**config.mk**
```make
export PLATFORM = sky130hd
export DESIGN_NAME = alu_4_chain_issue
export DESIGN_NICKNAME = d
export VERILOG_FILES = /design/src/rtl/alu_4_chain_issue.sv
export SDC_FILE = /design/constraint.sdc
export NUM_CORES = 1
export LEC_CHECK = 0
export BUFFER_PORTS_ARGS = -buffer_cell sky130_fd_sc_hd__buf_2
export CAP_MARGIN = 15
export CORE_AREA = 2 2 83 85
export DETAILED_ROUTE_END_ITERATION = 16
export DIE_AREA = 0 0 85 87
export GPL_TIMING_DRIVEN = 0
export PLACE_DENSITY = 0.49
export RECOVER_POWER = 100
export SKIP_CTS_REPAIR_TIMING = 1
export SYNTH_ARGS = -nofsm -noshare
export SYNTH_HDL_FRONTEND = slang
export SYNTH_SLANG_ARGS = --single-unit
```
**constraint.sdc**
```tcl
create_clock -name clk -period 3.2 [get_ports clk]
set_clock_uncertainty 0.1 [all_clocks]
set_input_delay 0.64 -clock clk [delete_from_list [all_inputs] [get_ports clk]]
set_output_delay 0.64 -clock clk [all_outputs]
set_load 0.02 [all_outputs]
```
**src/rtl/alu_4_chain_issue.sv**
```systemverilog
// alu_4_chain_issue: runs one 8-bit ADD/SUB/AND/OR/XOR as two nibble issues on an
// external fixed-latency 4-bit ALU, chaining the carry between nibbles for arithmetic.
`default_nettype none

module alu_4_chain_issue #(
  parameter int ALU_LAT = 7
) (
  input  logic       clk,
  input  logic       rst,
  input  logic       in_valid,
  output logic       in_ready,
  input  logic [2:0] in_op,
  input  logic [7:0] in_x,
  input  logic [7:0] in_y,
  output logic       out_valid,
  input  logic       out_ready,
  output logic [7:0] out_z,
  output logic       out_cout,
  output logic [3:0] alu_x,
  output logic [3:0] alu_y,
  output logic       alu_carry_in,
  output logic       alu_end_bar,
  output logic       alu_cmpl_x,
  output logic       alu_cmpl_y,
  output logic       alu_op_xor,
  output logic       alu_op_and,
  output logic       alu_op_arith,
  input  logic [3:0] alu_z,
  input  logic       alu_carry_out
);

  localparam int CW = ($clog2(2*ALU_LAT+2) > 5) ? $clog2(2*ALU_LAT+2) : 5;
  localparam logic [CW-1:0] CAP_LO       = CW'(ALU_LAT);
  localparam logic [CW-1:0] CAP_HI_LOGIC = CW'(ALU_LAT + 1);
  localparam logic [CW-1:0] CAP_HI_ARITH = CW'(2*ALU_LAT + 1);
  localparam logic [2:0]    OP_SUB       = 3'd1;
  localparam logic [2:0]    OP_LAST      = 3'd4;

  typedef enum logic [2:0] {IDLE, ISSUE_LO, ISSUE_HI, WAIT, DONE} state_t;

  state_t          state_q;
  logic [2:0]      op_q;
  logic [3:0]      xh_q, yh_q, lo_q;
  logic [CW-1:0]   cnt_q, cnt_d;
  logic            out_valid_q, out_cout_q;
  logic [7:0]      out_z_q;
  logic [3:0]      alu_x_q, alu_y_q;
  logic            alu_cin_q, alu_end_q, alu_cmx_q, alu_cmy_q;
  logic            alu_xor_q, alu_and_q, alu_arith_q;
  logic            arith_op;
  logic [CW-1:0]   cap_hi;

  // Returns {xor, and, arith, cmpl_y} for a legal op, zero otherwise.
  function automatic logic [3:0] ctl(input logic [2:0] op);
    case (op)
      3'd0:    ctl = 4'b1010;
      3'd1:    ctl = 4'b1011;
      3'd2:    ctl = 4'b0100;
      3'd3:    ctl = 4'b1100;
      3'd4:    ctl = 4'b1000;
      default: ctl = 4'b0000;
    endcase
  endfunction

  assign cnt_d    = cnt_q + CW'(1);
  assign arith_op = (op_q[2:1] == 2'b00);
  assign cap_hi   = arith_op ? CAP_HI_ARITH : CAP_HI_LOGIC;

  always_ff @(posedge clk) begin
    if (rst) begin
      state_q     <= IDLE;
      op_q        <= 3'd0;
      xh_q        <= 4'd0;
      yh_q        <= 4'd0;
      lo_q        <= 4'd0;
      cnt_q       <= '0;
      out_valid_q <= 1'b0;
      out_z_q     <= 8'd0;
      out_cout_q  <= 1'b0;
      alu_x_q     <= 4'd0;
      alu_y_q     <= 4'd0;
      alu_cin_q   <= 1'b0;
      alu_end_q   <= 1'b0;
      alu_cmx_q   <= 1'b0;
      alu_cmy_q   <= 1'b0;
      alu_xor_q   <= 1'b0;
      alu_and_q   <= 1'b0;
      alu_arith_q <= 1'b0;
    end else begin
      cnt_q       <= cnt_d;
      // Every cycle is a bubble unless an issue below overrides it.
      alu_x_q     <= 4'd0;
      alu_y_q     <= 4'd0;
      alu_cin_q   <= 1'b0;
      alu_end_q   <= 1'b0;
      alu_cmx_q   <= 1'b0;
      alu_cmy_q   <= 1'b0;
      alu_xor_q   <= 1'b0;
      alu_and_q   <= 1'b0;
      alu_arith_q <= 1'b0;

      case (state_q)
        IDLE: begin
          if (in_valid) begin
            op_q  <= in_op;
            xh_q  <= in_x[7:4];
            yh_q  <= in_y[7:4];
            cnt_q <= '0;
            if (in_op <= OP_LAST) begin
              alu_x_q   <= in_x[3:0];
              alu_y_q   <= in_y[3:0];
              alu_cin_q <= (in_op == OP_SUB);
              alu_end_q <= 1'b1;
              {alu_xor_q, alu_and_q, alu_arith_q, alu_cmy_q} <= ctl(in_op);
              state_q   <= ISSUE_LO;
            end else begin
              out_valid_q <= 1'b1;
              out_z_q     <= 8'd0;
              out_cout_q  <= 1'b0;
              state_q     <= DONE;
            end
          end
        end
        ISSUE_LO: begin
          if (!arith_op) begin
            alu_x_q   <= xh_q;
            alu_y_q   <= yh_q;
            alu_end_q <= 1'b1;
            {alu_xor_q, alu_and_q, alu_arith_q, alu_cmy_q} <= ctl(op_q);
            state_q   <= ISSUE_HI;
          end else begin
            state_q <= WAIT;
          end
        end
        ISSUE_HI: state_q <= WAIT;
        WAIT:     state_q <= WAIT;
        DONE: begin
          if (out_ready) begin
            out_valid_q <= 1'b0;
            state_q     <= IDLE;
          end
        end
        default: state_q <= IDLE;
      endcase

      // Results are taken only at counter-defined cycles, so stray ALU output is ignored.
      if (state_q == ISSUE_LO || state_q == ISSUE_HI || state_q == WAIT) begin
        if (cnt_q == CAP_LO) begin
          lo_q <= alu_z;
          if (arith_op) begin
            alu_x_q   <= xh_q;
            alu_y_q   <= yh_q;
            alu_cin_q <= alu_carry_out;
            alu_end_q <= 1'b1;
            {alu_xor_q, alu_and_q, alu_arith_q, alu_cmy_q} <= ctl(op_q);
            state_q   <= ISSUE_HI;
          end
        end
        if (cnt_q == cap_hi) begin
          out_z_q     <= {alu_z, lo_q};
          out_cout_q  <= arith_op & alu_carry_out;
          out_valid_q <= 1'b1;
          state_q     <= DONE;
        end
      end
    end
  end

  assign in_ready     = (state_q == IDLE);
  assign out_valid    = out_valid_q;
  assign out_z        = out_z_q;
  assign out_cout     = out_cout_q;
  assign alu_x        = alu_x_q;
  assign alu_y        = alu_y_q;
  assign alu_carry_in = alu_cin_q;
  assign alu_end_bar  = alu_end_q;
  assign alu_cmpl_x   = alu_cmx_q;
  assign alu_cmpl_y   = alu_cmy_q;
  assign alu_op_xor   = alu_xor_q;
  assign alu_op_and   = alu_and_q;
  assign alu_op_arith = alu_arith_q;

endmodule

`default_nettype wire

```
==> results.ini, run 1 <==
[cells_and_area]
final_nets=295
drive_gt1_share_pct=15.7
antenna_cells=0
stdcell_count=347
area_delta_synth_final_pct=22.2

[yosys]
syn_area_sq_um=1880
yosysWarnings=0
ys_seq_area_share_pct=49.9
synth_edf_count=0
synth.distinct_cells=42
ys_seq_elements=47
synth_fp_nets=237
synth_top_area_share_pct=49.9
synth_area_leaders=dfxtp_1 (50%), nand2_1 (7.8%), a21oi_1 (5.8%)
synth_top_area_cell=dfxtp_1
ys.flop_type=dfxtp_1
avgSynthCellArea_sq_um=9.06
synth.most_common_cell=dfxtp_1
synth-async-reset-ratio_pct=0
synthTopCellsByCount=dfxtp_1 (47), nand2_1 (39), a21oi_1 (22)
synthCells=208

[sta]
max_slew_margin_pct=62.0
fin_tns_setup_ns=0
timing.final.crit_share_pct=70.2
finalSetupViolations=0
tightest_slew_ns=0.556
slew_violations=0
hold_violations=0
rsz0062_at_grt=false
period_needed_ns=2.25
max_freq_ghz=0.445

[grt]
grt_remaining_overflow=0
grt_pass1_wl_mm=7.36
grt_pass1_vias=1554
grt_use_total_pct=12.7
antenna_found_initial=0
grt_max_degree=17

[routing]
ant_nets=0
drtIter0Drc=50
firstDrtPassIters=4
drc=0
wl_per_cell_um=12.8
vias_per_cell=4.66
vias=1618
wl_mm=4.45

[placed_design]
dp_cells=339
port_buffers=51
place_congestion=0.775
hpwl_mm=3.24

[cts]
cts.path.max_buffers=2
clk_pin_slew_worst_paths_ns=0.09
clock_latency_ns=0.31
clock_tree.root_cell=clkbuf_8
cts_tree=yes
clock_sinks=47
htreeDepth=2
cts_buffers=5

[worst_setup_path]
endpoint=state_q[2]
timing.rr.end=state_q[2]
reg2regPathDepth=6
crit_required_ns=3.34
critPathArrivalTime_ns=2.38
worst_setup_path_start_kind=flop
r2r-start=state_q[2]
criticalPathCategory=reg -> reg
crit_start=state_q[2]
path_max_fanout=10
end_kind=flop
r2r_slack_ns=0.95

[power]
p_sw_share_pct=32.2
ir_drop_mv=0.248
comb_power_share_pct=22.7
leakage_nw=0.871
power_frac_seq_pct=46.6
power.density_nw_per_um2=639
power.switching_mw=0.473
power_mw=1.47
intPower_mw=0.998
clkPwrFrac_pct=30.8

[floorplan]
die_x_um=85
dieArea_sq_um=7400
io_pins=54
dieHeight_um=87
core-area_sq_um=6570
rows=30
initial_core_util_pct=28.7

[hold_path]
hold_class=reg -> reg
hold_depth=2

[flow_run]
maxCapViolCount=0

[run_status]
status=completed

worst max-delay path, stage by stage, from the launching register on:
cell       delay (ns)
dfxtp_1          0.31
clkbuf_1         0.20
o21bai_1         0.33
a2111oi_0        0.50
clkbuf_1         0.42
inv_1            0.16
o22ai_1          0.17
sequential cells by signal, indices dropped and copies added, names as in the netlist, 3 cells and up:
signal and cells:
out_z 8, cnt_q 5, alu_x 4, alu_y 4, lo_q 4, xh_q 4
yh_q 4, op_q 3, state_q 3
layout by cell type (no fill, tap or decap), drive strengths merged:
master   netlist  final
or4            1      1
nand2b         3      3
conb           1      1
o32a           1      1
and2           1      1
o21ai          2      2
a22o           8      8
nand2         39     39
o21bai         1      1
a21oi         22     22
o21a           1      1
bufinv         0      1
xor2           2      2
nand3          4      4
ha             1      1
clkbuf         8     42
dfxtp         47     47
clkinv         0      1
buf            7     29
a22oi          1      1
xnor2          1      1
a2bb2oi        1      1
nand3b         9      9
or4b           2      2
a32oi          1      1
or2            3      3
nor3           6      6
nand4b         1      1
o41ai          1      1
or3            1      1
o22ai          3      3
a2111oi        1      1
nor2          16     16
a31oi          1      1
and3           1      1
inv            3      4
a211oi         2      2
mux2i          5      5
worst min path at each step:
stage	start	end	slack, ns
floorplan	cnt_q[0]	cnt_q[0]	0.33
global placement	xh_q[3]	xh_q[3]	0.35
detailed placement	lo_q[3]	out_z[3]	0.35
CTS	xh_q[0]	xh_q[0]	0.36
global route	xh_q[1]	xh_q[1]	0.39
finish	lo_q[2]	out_z[2]	0.36
power groups by stage:
stage / Combinational, mW / Sequential [mW] / Clock [mW]
2_1_floorplan: 0.232 / 0.713 / 0
3_3_place_gp: 0.353 / 0.699 / 0
3_5_place_dp: 0.352 / 0.700 / 0
4_1_cts: 0.353 / 0.686 / 0.468
5_1_grt: 0.375 / 0.696 / 0.491
6_report: 0.333 / 0.686 / 0.453
through the flow:
step | utilization [%] | hold WS [ns] | instance area, sq um | setup WS (ns)
finish | 35.1 | 0.358 | 2300 | 0.955
global route | 35.1 | 0.387 | 2300 | 0.696
CTS | 35.9 | 0.363 | 2360 | 1.08
detailed placement | 34.1 | 0.345 | 2240 | 0.928
global placement | 34.1 | 0.345 | 2240 | 0.930
floorplan | - | 0.330 | 1880 | 1.24
cells by family after synthesis:
family          share of synthesized area, %
xor+xnor                                1.39
mux                                     2.66
other cells                            0.199
buf+inv                                 4.85
compound gates                          17.6
flops                                   49.9
fa+ha+maj                              0.664
simple gates                            22.7
final cells by class:
cell class                 count  area [sq um]
timing repair buffer          51           224
sequential                    47           941
inverter                       3          11.3
tap                           80           100
fill                         718          4270
clock buffer                   5          68.8
clock inverter                 3          47.5
multi-input combinational    143           842
buffer                        15          68.8
per-layer routing:
layer	share of wire (%)	vias to the layer above	GRT usage (%)
met5	0	-	0
met4	2.2	0	4.76
met3	6.0	7	4.17
met2	44	43	20.1
met1	48	736	16.1
li1	-	832	-
(Power assumes the default switching activity.)
==> run 2, diff against run 1 <==
--- a/config.mk
+++ b/config.mk
@@ -5,13 +5,14 @@
 export SDC_FILE = /design/constraint.sdc
 export NUM_CORES = 1
 export LEC_CHECK = 0
+export ABC_AREA = 1
 export BUFFER_PORTS_ARGS = -buffer_cell sky130_fd_sc_hd__buf_2
 export CAP_MARGIN = 15
-export CORE_AREA = 2 2 83 85
+export CORE_AREA = 2 2 87 89
 export DETAILED_ROUTE_END_ITERATION = 16
-export DIE_AREA = 0 0 85 87
+export DIE_AREA = 0 0 89 91
 export GPL_TIMING_DRIVEN = 0
-export PLACE_DENSITY = 0.49
+export PLACE_DENSITY = 0.5
 export RECOVER_POWER = 100
 export SKIP_CTS_REPAIR_TIMING = 1
 export SYNTH_ARGS = -nofsm -noshare
==> constraint.sdc (replaced) <==
create_clock -name clk -period 2.05 [get_ports clk]
set_clock_uncertainty 0.1 [all_clocks]
set_input_delay 0.41 -clock clk [delete_from_list [all_inputs] [get_ports clk]]
set_output_delay 0.41 -clock clk [all_outputs]
set_load 0.02 [all_outputs]
==> results.ini, run 2 <==
[run_status]
status=completed

[yosys]
muxShareOfSynthArea_pct=0
yosysWarnings=0
synth-simple-area-share_pct=32.9
synth_compound_area_share_pct=10.4
synth_area_leaders=dfxtp_1 (45%), nand2_1 (14%), inv_1 (6.7%)
avgSynthCellArea_sq_um=7.34
synthAdderAreaFrac_pct=0.592
synth_top_area_share_pct=44.5
ys.flop_type=dfxtp_1
synth.most_common_cell=nand2_1
synth.distinct_cells=27
synthCells=288
synth_edf_count=0
syn_area_sq_um=2110
synth-async-reset-ratio_pct=0
synthTopCellsByCount=nand2_1 (77), dfxtp_1 (47), inv_1 (38)
synth_fp_nets=317
ys_seq_area_share_pct=44.5
synth_top_family_by_area=simple AND/OR/NAND/NOR gates
ys_seq_elements=47
synthXorXnorAreaFrac_pct=0.829
synth_top_area_cell=dfxtp_1

[floorplan]
rows=31
dieArea_sq_um=8100
dieHeight_um=91
die_x_um=89
initial_core_util_pct=29.6
core-area_sq_um=7140
io_pins=54

[worst_setup_path]
worst_setup_path_start_kind=flop
critPathArrivalTime_ns=1.27
end_kind=output port
crit_required_ns=1.54
criticalPathCategory=reg -> out
path_max_fanout=6
reg2regPathDepth=7

[cells_and_area]
drive_gt1_share_pct=14.1
area_delta_synth_final_pct=19.5
stdcell_count=447
final_util_pct=35.4
final_nets=376
final_area_sq_um=2530
layout_commonest_cell=nand2_1
largest_reg_flops=8
antenna_cells=0
layout_common_cells=nand2_1 (78), dfxtp_1 (47), inv_1 (41)

[grt]
grt_use_met2_pct=20.6
use_met1_pct=16.2
grt_use_total_pct=12.8
antenna_found_initial=0
grt_util_met3_pct=3.36
grt_max_degree=14
grt_pass1_wl_mm=8.09
grt_pass1_vias=1740
grt_remaining_overflow=0
busiest_layer=met2

[placed_design]
post_dp_cell_area_sq_um=2500
dp_cells=439
hpwl_mm=3.70
place_congestion=0.806
port_buffers=52

[power]
ir_drop_mv=0.229
power.density_nw_per_um2=804
leakage_nw=1.13

[sta]
hold_violations=0
rsz0062_at_grt=false
max_slew_margin_pct=61.1
fin_tns_setup_ns=0
finalSetupViolations=0
max_freq_ghz=0.560
slew_violations=0
tightest_slew_ns=0.584
timing.final.crit_share_pct=87.1
period_needed_ns=1.78
whs_ns=0.231

[cts]
cts.path.max_buffers=2
htreeDepth=2
cts_buffers=5
clock_latency_ns=0.29
cts_tree=yes
clock_sinks=47
clock_tree.root_cell=clkbuf_8
clk_pin_slew_worst_paths_ns=0.08

[routing]
ant_nets=0
vias=1892
firstDrtPassIters=4
vias_per_cell=4.23
drc=0
drtIter0Drc=58
wl_per_cell_um=11.1
wl_mm=4.97

[hold_path]
hold_depth=3
hold_class=in -> reg

[flow_run]
maxCapViolCount=0

==> run 2: cell count changes in the layout (fill, tap and decap cells not counted), moves of 3 or more <==
cell      previous run  this run
nand2b_1             3         0
o22ai_1              3         0
nand3b_1             9         0
nand3_1              4        15
clkbuf_1            37        31
o21ai_0              2        22
mux2i_1              5         0
nand4_1              0        10
nand2_1             39        78
a22o_1               8         0
nor2_1              15        24
inv_1                3        41
==> run 2: worst paths after layout <==
kind | from | endpoint | slack, ns
max reg2reg | cnt_q[0] | alu_cmpl_y | 0.27
max | state_q[2] | in_ready | 0.27
min | in_y[1] | alu_y[1] | 0.23
min reg2reg | xh_q[3] | alu_x[3] | 0.35
==> run 2: critical path, stage by stage (launching register included) <==
cell and delay [ns]:
dfxtp_1 0.53, inv_1 0.15, nand2_1 0.09, inv_1 0.04, clkbuf_1 0.16
==> run 2: kinds of logic (layout without fill, tap and decap cells) <==
| group | after synthesis | count (layout) |
|---|---|---|
| XOR/XNOR | 2 | 2 |
| adder cells (fa/ha/maj) | 1 | 1 |
| buffers and inverters | 52 | 112 |
| AND/OR/NAND/NOR | 141 | 141 |
| AO/OA/AOI/OAI | 44 | 44 |
| other | 1 | 1 |
| flip-flops | 47 | 47 |
==> run 2: area by class of cell <==
type / count / area, sq um
fillers: 811 / 4610
inverters: 41 / 154
flip-flops and latches: 47 / 941
well taps: 99 / 124
plain buffers: 11 / 66.3
multi-input cells: 189 / 912
clock buffers: 8 / 100
repair buffers: 52 / 229
==> run 2: stage by stage <==
stage                     total power [mW]  worst slack [ns]
after floorplan                       1.35             0.696
after global routing                  2.17             0.140
after detailed placement              1.48             0.363
final                                 2.03             0.265
after global placement                1.48             0.375
after CTS                             2.10             0.283
==> run 2: power breakdown <==
part | internal, mW | switching, mW
Combinational | 0.134 | 0.272
Sequential | 0.975 | 0.0457
Clock | 0.308 | 0.298
Total | 1.42 | 0.616
==> run 2: layer usage <==
metal,vias to the layer above,wire (um)
li1,1029,-
met1,818,2380
met2,40,2250
met3,5,285
met4,0,61
met5,-,0
